[config.mk]
export PLATFORM = sky130hd
export DESIGN_NAME = matrix_coproc_ctrl
export DESIGN_NICKNAME = d
export VERILOG_FILES = /design/src/rtl/matrix_coproc_pkg.sv /design/src/rtl/matrix_coproc_ctrl_mem_seq.sv /design/src/rtl/matrix_coproc_ctrl.sv
export SDC_FILE = /design/constraint.sdc
export NUM_CORES = 1
export LEC_CHECK = 0
export ABC_AREA = 1
export CORE_UTILIZATION = 26
export CTS_BUF_LIST = sky130_fd_sc_hd__clkbuf_4 sky130_fd_sc_hd__clkbuf_8 sky130_fd_sc_hd__clkbuf_16
export CTS_CLUSTER_SIZE = 14
export DETAILED_ROUTE_END_ITERATION = 12
export DONT_BUFFER_PORTS = 1
export PLACE_DENSITY = 0.37
export SLEW_MARGIN = 30
export SYNTH_ARGS = -nofsm -noshare
export SYNTH_HDL_FRONTEND = slang
export SYNTH_SLANG_ARGS = --single-unit
[constraint.sdc]
create_clock -name clk -period 6.95 [get_ports clk]
set_input_delay 1.0425 -clock clk [delete_from_list [all_inputs] [get_ports clk]]
set_output_delay 1.0425 -clock clk [all_outputs]
set_load 0.1 [all_outputs]
[src/rtl/matrix_coproc_pkg.sv]
// Shared definitions for the matrix coprocessor sequencer: opcodes, FSM states
// and the opcode classification helpers used by the decoder.
// No ports; imported by matrix_coproc_ctrl and its memory stepper.
package matrix_coproc_pkg;

  localparam logic [3:0] OP_READ   = 4'd1;
  localparam logic [3:0] OP_WRITE  = 4'd2;
  localparam logic [3:0] OP_SUM    = 4'd3;
  localparam logic [3:0] OP_SUB    = 4'd4;
  localparam logic [3:0] OP_MUL    = 4'd5;
  localparam logic [3:0] OP_TRANSP = 4'd6;
  localparam logic [3:0] OP_OPST   = 4'd7;
  localparam logic [3:0] OP_MULSCL = 4'd8;
  localparam logic [3:0] OP_DET2   = 4'd9;
  localparam logic [3:0] OP_DET3   = 4'd10;
  localparam logic [3:0] OP_DET4   = 4'd11;
  localparam logic [3:0] OP_DET5   = 4'd12;

  typedef enum logic [2:0] {
    S_IDLE, S_DECODE, S_MEM, S_LOAD_A, S_LOAD_B, S_EXEC, S_STORE_C, S_RESP
  } state_t;

  // DETk only makes sense when the matrix is at least k x k.
  function automatic logic is_illegal(input logic [3:0] op, input int n);
    case (op)
      OP_READ, OP_WRITE, OP_SUM, OP_SUB, OP_MUL,
      OP_TRANSP, OP_OPST, OP_MULSCL, OP_DET2: return 1'b0;
      OP_DET3: return n < 3;
      OP_DET4: return n < 4;
      OP_DET5: return n < 5;
      default: return 1'b1;
    endcase
  endfunction

  // Unary ops only need matrix A.
  function automatic logic is_unary(input logic [3:0] op);
    return (op >= OP_TRANSP) && (op <= OP_DET5);
  endfunction

  // Determinants produce a single scalar in element 0.
  function automatic logic is_det(input logic [3:0] op);
    return (op >= OP_DET2) && (op <= OP_DET5);
  endfunction

endpackage

[src/rtl/matrix_coproc_ctrl_mem_seq.sv]
// Memory stepper: issues one request per element at base+idx, advances idx on each ack.
// Latency: first request the cycle after start; 2 cycles per element with a 1-cycle ack.
// Backpressure: each request waits for mem_done; never more than one outstanding.
// Ports: start/base/last_idx/wr load a new run (start wins over an ack in the same
// cycle); mem_start/mem_wr/mem_addr/mem_done form the memory handshake;
// idx is the element in flight, ack marks its completion, last marks the final ack.
module matrix_coproc_ctrl_mem_seq #(
  parameter int ADDR_W = 8,
  parameter int IDX_W  = 5
) (
  input  logic              clk,
  input  logic              rst,
  input  logic              start,
  input  logic [ADDR_W-1:0] base,
  input  logic [IDX_W-1:0]  last_idx,
  input  logic              wr,
  input  logic              mem_done,
  output logic              mem_start,
  output logic              mem_wr,
  output logic [ADDR_W-1:0] mem_addr,
  output logic [IDX_W-1:0]  idx,
  output logic              ack,
  output logic              last
);

  logic              active_q;
  logic              pend_q;
  logic              wr_q;
  logic [ADDR_W-1:0] base_q;
  logic [IDX_W-1:0]  last_q;
  logic [IDX_W-1:0]  idx_q;

  assign mem_start = active_q & ~pend_q;
  assign mem_wr    = mem_start & wr_q;
  // Address is base+idx truncated to the bus width.
  assign mem_addr  = mem_start ? base_q + ADDR_W'(idx_q) : '0;
  assign idx       = idx_q;
  // An ack only counts while a request is actually outstanding.
  assign ack       = pend_q & mem_done;
  assign last      = ack & (idx_q == last_q);

  always_ff @(posedge clk) begin
    if (rst) begin
      active_q <= 1'b0;
      pend_q   <= 1'b0;
      wr_q     <= 1'b0;
      base_q   <= '0;
      last_q   <= '0;
      idx_q    <= '0;
    end else if (start) begin
      active_q <= 1'b1;
      pend_q   <= 1'b0;
      wr_q     <= wr;
      base_q   <= base;
      last_q   <= last_idx;
      idx_q    <= '0;
    end else begin
      if (mem_start) pend_q <= 1'b1;
      if (ack) begin
        pend_q <= 1'b0;
        if (last) begin
          active_q <= 1'b0;
          idx_q    <= '0;
        end else begin
          idx_q <= idx_q + IDX_W'(1);
        end
      end
    end
  end

endmodule

[src/rtl/matrix_coproc_ctrl.sv]
// Matrix coprocessor instruction sequencer: single-word READ/WRITE, and for
// arithmetic ops load A (and B), run the ALU, store C.
// Latency: READ/WRITE 4 cycles accept->done with 1-cycle ack; arithmetic
// 1 + 2E (A) + 2E (B, binary only) + ALU + 2E (C; 2 for DET) + 1.
// Backpressure: instr_ready only in IDLE; one memory request outstanding.
// Ports: instruction/instr_valid/instr_ready in; busy/done/error/rd_data status;
// mem_* single-word memory handshake; alu_* plus matrix_a/b/c towards the ALU.
module matrix_coproc_ctrl
  import matrix_coproc_pkg::*;
#(
  parameter int N      = 5,
  parameter int ELEM_W = 8,
  parameter int DATA_W = 16,
  parameter int ADDR_W = 8,
  parameter int BASE_A = 0,
  parameter int BASE_B = 32,
  parameter int BASE_C = 64
) (
  input  logic                  clk,
  input  logic                  rst,
  input  logic [31:0]           instruction,
  input  logic                  instr_valid,
  output logic                  instr_ready,
  output logic                  busy,
  output logic                  done,
  output logic                  error,
  output logic [DATA_W-1:0]     rd_data,
  output logic                  mem_start,
  output logic                  mem_wr,
  output logic [ADDR_W-1:0]     mem_addr,
  output logic [DATA_W-1:0]     mem_wdata,
  input  logic [DATA_W-1:0]     mem_rdata,
  input  logic                  mem_done,
  output logic                  alu_start,
  output logic [3:0]            alu_opcode,
  output logic [15:0]           alu_scalar,
  output logic [N*N*ELEM_W-1:0] matrix_a,
  output logic [N*N*ELEM_W-1:0] matrix_b,
  input  logic [N*N*ELEM_W-1:0] matrix_c,
  input  logic                  alu_done
);

  localparam int E     = N * N;
  localparam int IDX_W = $clog2(E);
  localparam logic [IDX_W-1:0] LAST_IDX = IDX_W'(E - 1);

  state_t              state_q, state_d;
  logic [3:0]          op_q;
  logic [ADDR_W-1:0]   addr_q;
  logic [15:0]         data_q;
  logic                err_q;
  logic                alu_pend_q;
  logic [E*ELEM_W-1:0] c_q;

  logic                seq_start, seq_wr, seq_ack, seq_last;
  logic [ADDR_W-1:0]   seq_base;
  logic [IDX_W-1:0]    seq_last_idx, seq_idx;
  logic [ELEM_W-1:0]   c_elem;
  logic                unused_instr;

  assign unused_instr = ^instruction;
  assign alu_opcode   = op_q;
  assign alu_scalar   = data_q;
  assign c_elem       = c_q[int'(seq_idx)*ELEM_W +: ELEM_W];
  assign mem_wdata    = !mem_start          ? '0 :
                        (state_q == S_MEM)  ? DATA_W'(data_q) : DATA_W'(c_elem);

  matrix_coproc_ctrl_mem_seq #(.ADDR_W(ADDR_W), .IDX_W(IDX_W)) u_seq (
    .clk      (clk),
    .rst      (rst),
    .start    (seq_start),
    .base     (seq_base),
    .last_idx (seq_last_idx),
    .wr       (seq_wr),
    .mem_done (mem_done),
    .mem_start(mem_start),
    .mem_wr   (mem_wr),
    .mem_addr (mem_addr),
    .idx      (seq_idx),
    .ack      (seq_ack),
    .last     (seq_last)
  );

  always_ff @(posedge clk) begin
    if (rst) state_q <= S_IDLE;
    else     state_q <= state_d;
  end

  always_comb begin
    state_d      = state_q;
    instr_ready  = 1'b0;
    busy         = 1'b1;
    done         = 1'b0;
    error        = 1'b0;
    alu_start    = 1'b0;
    seq_start    = 1'b0;
    seq_wr       = 1'b0;
    seq_base     = '0;
    seq_last_idx = '0;
    case (state_q)
      S_IDLE: begin
        instr_ready = 1'b1;
        busy        = 1'b0;
        if (instr_valid) state_d = S_DECODE;
      end
      S_DECODE: begin
        if (is_illegal(op_q, N)) begin
          state_d = S_RESP;
        end else if (op_q == OP_READ || op_q == OP_WRITE) begin
          seq_start = 1'b1;
          seq_base  = addr_q;
          seq_wr    = (op_q == OP_WRITE);
          state_d   = S_MEM;
        end else begin
          seq_start    = 1'b1;
          seq_base     = ADDR_W'(BASE_A);
          seq_last_idx = LAST_IDX;
          state_d      = S_LOAD_A;
        end
      end
      S_MEM: if (seq_last) state_d = S_RESP;
      S_LOAD_A: begin
        if (seq_last) begin
          if (is_unary(op_q)) begin
            state_d = S_EXEC;
          end else begin
            // Chain straight into B so its first request issues next cycle.
            seq_start    = 1'b1;
            seq_base     = ADDR_W'(BASE_B);
            seq_last_idx = LAST_IDX;
            state_d      = S_LOAD_B;
          end
        end
      end
      S_LOAD_B: if (seq_last) state_d = S_EXEC;
      S_EXEC: begin
        alu_start = ~alu_pend_q;
        if (alu_pend_q && alu_done) begin
          seq_start    = 1'b1;
          seq_base     = ADDR_W'(BASE_C);
          seq_wr       = 1'b1;
          seq_last_idx = is_det(op_q) ? '0 : LAST_IDX;
          state_d      = S_STORE_C;
        end
      end
      S_STORE_C: if (seq_last) state_d = S_RESP;
      S_RESP: begin
        done    = 1'b1;
        error   = err_q;
        state_d = S_IDLE;
      end
      default: state_d = S_IDLE;
    endcase
  end

  always_ff @(posedge clk) begin
    if (rst) begin
      op_q       <= '0;
      addr_q     <= '0;
      data_q     <= '0;
      err_q      <= 1'b0;
      alu_pend_q <= 1'b0;
      c_q        <= '0;
      rd_data    <= '0;
      matrix_a   <= '0;
      matrix_b   <= '0;
    end else begin
      if (state_q == S_IDLE && instr_valid) begin
        op_q   <= instruction[3:0];
        addr_q <= instruction[ADDR_W+3:4];
        data_q <= instruction[31:16];
      end
      if (state_q == S_DECODE) err_q <= is_illegal(op_q, N);
      if (seq_ack) begin
        case (state_q)
          S_MEM:    if (op_q == OP_READ) rd_data <= mem_rdata;
          S_LOAD_A: matrix_a[int'(seq_idx)*ELEM_W +: ELEM_W] <= mem_rdata[ELEM_W-1:0];
          S_LOAD_B: matrix_b[int'(seq_idx)*ELEM_W +: ELEM_W] <= mem_rdata[ELEM_W-1:0];
          default: ;
        endcase
      end
      if (alu_start) begin
        alu_pend_q <= 1'b1;
      end else if (state_q == S_EXEC && alu_pend_q && alu_done) begin
        alu_pend_q <= 1'b0;
        c_q        <= matrix_c;
      end
    end
  end

endmodule
**After elaboration in Yosys (flattened, before gate mapping)**

Memory sizes are Yosys's and may differ from the RTL's. A register that Yosys moved wholly into a read port is not among the register bits.
Index checks and enable logic that the tools add are counted.

- Add/sub/neg operators: 3
- Order comparisons: 3
- Eq/ne operators: 15
- Shift-type cells: 3
- Multiplexer cells: 49
- Bitwise operators: 7
- Reductions and logical operators: 20

Operator list:

| cell | count |
|---|---|
| 200-bit bitwise mux | 2 |
| 8-bit by 33-bit variable shift with 200-bit output (first input constant) | 1 |
| 200-bit by 9-bit variable part select with 8-bit output | 1 |
| 8-bit by 33-bit variable part select with 200-bit output | 1 |
| 5-bit 2-to-1 mux | 7 |
| 8-bit negator with 33-bit output | 1 |
| 16-bit 2-to-1 mux | 2 |
| 8-bit 2-to-1 mux | 3 |
| 8-bit one-hot mux with 3 select lines | 1 |
| 3-bit one-hot mux with 7 select lines | 1 |
| 1-bit 2-to-1 mux | 19 |
| 3-bit 2-to-1 mux | 6 |
| 5-bit one-hot mux with 3 select lines | 1 |
| 3-bit == test (second input constant) | 4 |
| 6-bit 2-to-1 mux | 2 |
| 8-bit by 5-bit adder with 8-bit output | 1 |
| 4-bit 2-to-1 mux | 2 |
| 2-bit inequality test (second input constant) | 4 |
| 2-bit AND reduction | 4 |
| 7-bit 2-to-1 mux | 1 |
| 3-bit by 2-bit == test with 1-bit output (second input constant) | 2 |
| 1-bit logical AND | 6 |
| 2-bit nonzero test | 3 |
| 5-bit by 1-bit adder with 5-bit output (second input constant) | 1 |
| other kinds (18) | 24 |

- Bits in registers: 669
- Memory bits (read-only): 32
- Input port bits: 253
- Output and inout bits: 467
- Word-level logic and storage cells: 117
- Memories: 2

Memory list:

| name | words | width | rd ports | clocked after Yosys merged registers in | wr ports | RTL line | source |
|---|---|---|---|---|---|---|---|
| (name not given) | 16 | 1 | 1 | 1 | 0 | matrix_coproc_pkg.sv:25 | `case (op)` |
| (name not given) | 16 | 1 | 1 | 1 | 0 | matrix_coproc_pkg.sv:25 |  |

**Longest topological paths before layout**

- Depth in word-level cells: 7
- Mapped depth: 19
- Depth with buffers taken out: 14

**Modules after synthesis**

Synthesis repeated with hierarchy kept, for this count alone.

- Cells, all modules: 4934
- Area total of the unflattened synthesis: 31682.9 sq um

Modules (own cells, without submodules):

| module | times used | cells each | area an instance (sq um) | seq. area each (sq um) |
|---|---|---|---|---|
| matrix_coproc_ctrl | 1 | 4754 | 30466.7 | 13012.5 |
| matrix_coproc_ctrl_mem_seq | 1 | 180 | 1216.2 | 420.4 |

**Worst setup path after synthesis**

Ideal clock, no wire load.

- Path kind: register to output
- Start: register u_seq.idx_q[0] (netlist: u_seq.idx[0])
- End: output port mem_addr[4]
- Arrival: 3309 ps
- Required time: 5907 ps
- Setup slack: 2598 ps
- Stages on the path, launching flop included: 9
- Buffers on the path: 0
- Cell sequence: dfxtp_1 > ha_1 > fa_1 > nand2_1 > inv_1 > o21a_1 > nor2_1 > nor2_1 > nor3_1

- Word-level cells in the longest chain between the ends: 2

RTL lines:

| element | RTL line | source |
|---|---|---|
| start: declaration | matrix_coproc_ctrl_mem_seq.sv:31 | `logic [IDX_W-1:0] idx_q;` |
| start signal: assignment | matrix_coproc_ctrl_mem_seq.sv:65 | `idx_q <= idx_q + IDX_W'(1);` |
| 8-bit by 5-bit adder with 8-bit output | matrix_coproc_ctrl_mem_seq.sv:36 | `assign mem_addr = mem_start ? base_q + ADDR_W'(idx_q) : '0;` |
| 8-bit 2-to-1 mux | matrix_coproc_ctrl_mem_seq.sv:36 |  |
| end: declaration | matrix_coproc_ctrl.sv:30 | `output logic [ADDR_W-1:0] mem_addr,` |

No other way between the ends.

**Final worst setup path**

- Start: register u_seq.idx_q[2] (netlist: u_seq.idx[2])
- End: register matrix_b[33]

- Word-level cells in the longest chain between the ends: 3
- Elaborated cells on any way between the ends: 4
- Those cells by class: add/sub: 1; shift: 2; mux: 1

RTL lines:

| element | RTL line | source |
|---|---|---|
| 8-bit negator with 33-bit output * | matrix_coproc_ctrl.sv:178 | `S_LOAD_B: matrix_b[int'(seq_idx)*ELEM_W +: ELEM_W] <= mem_rdata[ELEM_W-1:0];` |
| 8-bit by 33-bit variable part select with 200-bit output / 8-bit by 33-bit variable shift with 200-bit output (equally long branches) | matrix_coproc_ctrl.sv:178 |  |
| 200-bit bitwise mux * | matrix_coproc_ctrl.sv:178 |  |
| end signal: indexed assignment | matrix_coproc_ctrl.sv:178 |  |
| end: declaration | matrix_coproc_ctrl.sv:38 | `output logic [N*N*ELEM_W-1:0] matrix_b,` |

Mark *: on every way between the ends. The rest lies on a longest branch, timed or not.
A chain may end at the register's enable or synchronous reset.

==> implementation parameters <==
Parameter                              Value

CTS
  Count of hold buffers inserted by post-cts repair ... 0
  Post_cts resized ... 0
  Clock insertion delay at the later pin of the skew report ... 670 ps
  Bufs on Longest Clock Path ... 3
  Deepest level of the CTS H-tree ... 3
  Number of buffers created by CTS ... 84
  Postcts setup bufs ... 0
  Clock tree from TritonCTS ... yes
  CTS clk-pin slew, worst paths ... 60 ps
  Library cell used as clock root buffer ... sky130_fd_sc_hd__clkbuf_16
  Clock sink count ... 667

Die
  Width of the die ... 341 um
  Die Y ... ~340 um
  CORE AREA ... 0.114 mm2
  Total I/O pin count ... 720
  Number of core rows ... 124
  Initial core utilization ... 0.262
  Total die area ... 0.116 mm2

Synthesis
  Number of distinct library cell variants in the gate-level netlist after synthesis ... 40
  Dominant synthesized flop cell ... sky130_fd_sc_hd__dfxtp_1
  Cell area after synthesis ... 0.0299 mm2
  FF+latch count, synth ... 667
  Dominant cells by area after synthesis ... sky130_fd_sc_hd__dfxtp_1 (45%), sky130_fd_sc_hd__nor2_1 (11%), sky130_fd_sc_hd__nand2_1 (8.2%)
  Mapped Avg Cell Area ... slightly below 7 um2
  Top post-synthesis cells by count ... sky130_fd_sc_hd__nor2_1 (863), sky130_fd_sc_hd__dfxtp_1 (667), sky130_fd_sc_hd__nand2_1 (651), sky130_fd_sc_hd__inv_1 (560), sky130_fd_sc_hd__o21ai_0 (430)
  Mapped Cells ... about 4300
  Multiplexer fraction of the synthesized cell area ... 0
  Total of warnings raised by yosys ... 0
  Compound-Gate Fraction of Synth Area ... 0.135
  Post-synth top area share ... 0.446
  Adder and majority cell fraction of the synthesized area ... 0.00402
  Total nets after synthesis ... 4609
  Most common cell in the synthesized netlist ... sky130_fd_sc_hd__nor2_1
  Dominant combinational cell family by area after synthesis ... simple AND/OR/NAND/NOR gates
  Area share of and/or/nand/nor cells after synthesis ... 0.298
  EDFF count, synth ... 0
  Yosys top cell by area ... sky130_fd_sc_hd__dfxtp_1
  Post-Synth XOR/XNOR Area ... 0.000586
  Post-synthesis sequential area ratio ... 0.446
  Share of async-settable or async-resettable flops after synthesis ... 0

Layout
  Filler Cell Count ... 12800
  NumNets Final ... 4470
  Share of the core filled with cells in the final layout ... 0.303
  Share of post-route cells with drive strength above 1 ... 0.122
  Layout overhead on the synthesized area ... 15.7%

Critical path
  Beginning of the worst register-to-register path ... u_seq.idx[2]
  Capturing instance or port of the critical path ... matrix_b[33]
  Worst Path Required ... 7500 ps
  Register-to-Register Path Depth ... 10
  Critical path type ... reg2reg
  Worst EP arrival ... 5190 ps
  R2R Setup Slk ... 2310 ps
  Worst Path Max Fanout ... 50
  Startpoint of the most critical setup path ... u_seq.idx[2]
  Critical Path Sink Type ... flop
  Startpoint kind of the worst setup timing path ... flop
  Endpoint of the most critical register-to-register path ... matrix_b[33]

Run status
  Result of the run ... complete, no violations

Routing
  Post-DRT Antenna Nets ... 0
  First-pass iteration count of the detailed router ... 5
  Average wire length per cell after detail routing ... between 20 and 25 um
  DRC Markers ... 0
  Via total after detailed routing ... 27200
  Total detailed-routing wirelength ... 127000 um
  Vias/cell ... 4.71
  Starting DRC count in detailed routing ... between 1500 and 2000

Power and ir drop
  Peak supply drop ... 218 uV
  PwrDens ... 284 mW/mm2
  Reported leakage power ... 14.5 nW

Timing
  Min cycle time layout ... 4640 ps
  Final Hold Fails ... 0
  Setup repair after global routing missed its margin ... false
  Final setup fails ... 0
  Setup total negative slack ... 0 ps
  Remaining max-slew budget at the tightest pin ... 0.280
  Clock skew after layout ... about 26 ps
  Period Utilization, post-route ... 0.668
  Maximum achievable frequency ... 0.215 GHz
  Number of pins exceeding their max-slew limit in the final report ... 0
  Tightest Pin Transition ... 1080 ps

GRT
  Total gr overflow ... 0
  Pin count of the biggest net entering global routing ... 200
  Met2 capacity usage during global routing ... 0.342
  Busiest layer in global routing ... met2
  Wire length of the first global-routing pass ... around 180000 um
  Vias in the first global route ... 26100
  Met1 layer usage reported by global route ... 0.258
  GR Layer Usage met3 ... 0.0756
  GRT Util Overall ... 0.210
  Antenna violations before repair ... 13

Min path
  Hold WC Path Type ... reg2reg

Placed design
  Buffers added on ports ... 0
  Final estimated routing congestion in global placement ... 0.786
  Total half-perimeter wirelength after legalization and detailed placement ... 88100 um

Run
  Number of maximum-capacitance violations ... 0
where the power goes:
group	total, mW	internal (mW)	switching (mW)
logic	1.07	0.219	0.852
registers	4.20	3.90	0.300
clock network	4.57	2.73	1.84
worst min path at each step:
stage / from / to / slack [ps] / cells after the start
2_1_floorplan: u_seq.base_q[0] / u_seq.base_q[0] / 420 / 2
3_3_place_gp: u_seq.base_q[0] / u_seq.base_q[0] / 440 / 2
3_5_place_dp: u_seq.base_q[0] / u_seq.base_q[0] / 440 / 2
4_1_cts: rst / alu_scalar[5] / 400 / 1
5_1_grt: rst / alu_scalar[4] / 400 / 1
6_report: u_seq.base_q[0] / u_seq.base_q[0] / 450 / 2
worst max-delay path: stages, from the launching register on:
cell	delay [ps]
sky130_fd_sc_hd__dfxtp_1	770
sky130_fd_sc_hd__inv_2	460
sky130_fd_sc_hd__nand2_1	230
sky130_fd_sc_hd__nand2_1	100
sky130_fd_sc_hd__nand2_4	540
sky130_fd_sc_hd__inv_2	460
sky130_fd_sc_hd__buf_4	410
sky130_fd_sc_hd__nor2_4	690
sky130_fd_sc_hd__nand3_1	510
sky130_fd_sc_hd__nand2_1	160
sky130_fd_sc_hd__a21oi_1	80
sequential cells by signal, summed over array words and instances (netlist names), named ones only:
register        count
u_seq.wr_q          1
err_q               1
rd_data            16
u_seq.idx           5
state_q             3
alu_scalar         16
addr_q              8
u_seq.active_q      1
u_seq.base_q        8
u_seq.last_q        1
alu_opcode          4
alu_pend_q          1
matrix_a          200
matrix_b          200
c_q               200
u_seq.pend_q        1
through the flow:
step	total power [mW]	instance area, um2	worst slack (ps)	hold slack (ps)	instances
global route	10.2	34600	2090	397	5790
detailed placement	5.36	31700	2300	442	5634
floorplan	5.01	29900	2600	423	4347
finish	9.84	34600	2310	449	5790
CTS	10.0	34500	2290	400	5783
global placement	5.36	31500	2320	442	5634
per-layer routing:
layer  wire, um  up-vias  share of wire
met4       3130        8          0.025
met5         48        -        0.00038
met2      59400      668           0.47
met1      53900    12700           0.42
li1           -    13700              -
met3      10500      167          0.083
cell usage in the layout (no fill, tap or decap), types with 5 or more instances in the layout:
| cell type | netlist | routed |
|---|---|---|
| sky130_fd_sc_hd__nor3_1 | 23 | 10 |
| sky130_fd_sc_hd__nand4_1 | 260 | 260 |
| sky130_fd_sc_hd__clkinv_2 | 0 | 10 |
| sky130_fd_sc_hd__inv_2 | 7 | 6 |
| sky130_fd_sc_hd__buf_4 | 11 | 62 |
| sky130_fd_sc_hd__nor2_8 | 6 | 6 |
| sky130_fd_sc_hd__clkbuf_16 | 0 | 91 |
| sky130_fd_sc_hd__inv_1 | 560 | 557 |
| sky130_fd_sc_hd__clkbuf_4 | 0 | 23 |
| sky130_fd_sc_hd__nor2_4 | 17 | 20 |
| sky130_fd_sc_hd__o211ai_1 | 32 | 32 |
| sky130_fd_sc_hd__nand4_2 | 9 | 9 |
| sky130_fd_sc_hd__bufinv_16 | 0 | 5 |
| sky130_fd_sc_hd__nor3_2 | 0 | 13 |
| sky130_fd_sc_hd__nand3_1 | 131 | 131 |
| sky130_fd_sc_hd__diode_2 | 0 | 7 |
| sky130_fd_sc_hd__a21oi_1 | 292 | 282 |
| sky130_fd_sc_hd__o22ai_1 | 6 | 6 |
| sky130_fd_sc_hd__nor2_1 | 863 | 850 |
| sky130_fd_sc_hd__o21ai_0 | 430 | 430 |
| sky130_fd_sc_hd__ha_1 | 8 | 7 |
| sky130_fd_sc_hd__o21ai_1 | 18 | 18 |
| sky130_fd_sc_hd__nand3_2 | 12 | 12 |
| sky130_fd_sc_hd__clkbuf_8 | 0 | 18 |
| sky130_fd_sc_hd__dfxtp_1 | 667 | 505 |
| sky130_fd_sc_hd__dfxtp_2 | 0 | 160 |
| sky130_fd_sc_hd__nand2_1 | 651 | 650 |
| sky130_fd_sc_hd__buf_12 | 0 | 5 |
| sky130_fd_sc_hd__a21oi_2 | 0 | 9 |
| sky130_fd_sc_hd__nor2_2 | 27 | 37 |
kinds of logic (layout without fill, tap and decap cells):
group,Yosys count,in the layout
compound gates,784,784
xor+xnor,2,2
fa+ha+maj,9,9
buf+inv,875,799
flops,667,667
other cells,0,7
simple gates,2010,2010
area by class of cell:
| type | count | area [um2] | share of cell area |
|---|---|---|---|
| Tap cell | 1512 | 1890 | 0.0547 |
| Antenna cell | 7 | 17.5 | 0.000506 |
| Inverter | 573 | 2170 | 0.0628 |
| Timing Repair Buffer | 77 | 826 | 0.0239 |
| Multi-Input combinational cell | 2805 | 13300 | 0.383 |
| Clock buffer | 126 | 2550 | 0.0736 |
| Sequential cell | 667 | 13600 | 0.392 |
| Clock inverter | 23 | 327 | 0.00944 |
No activity file was read; power rests on OpenSTA's default activity.
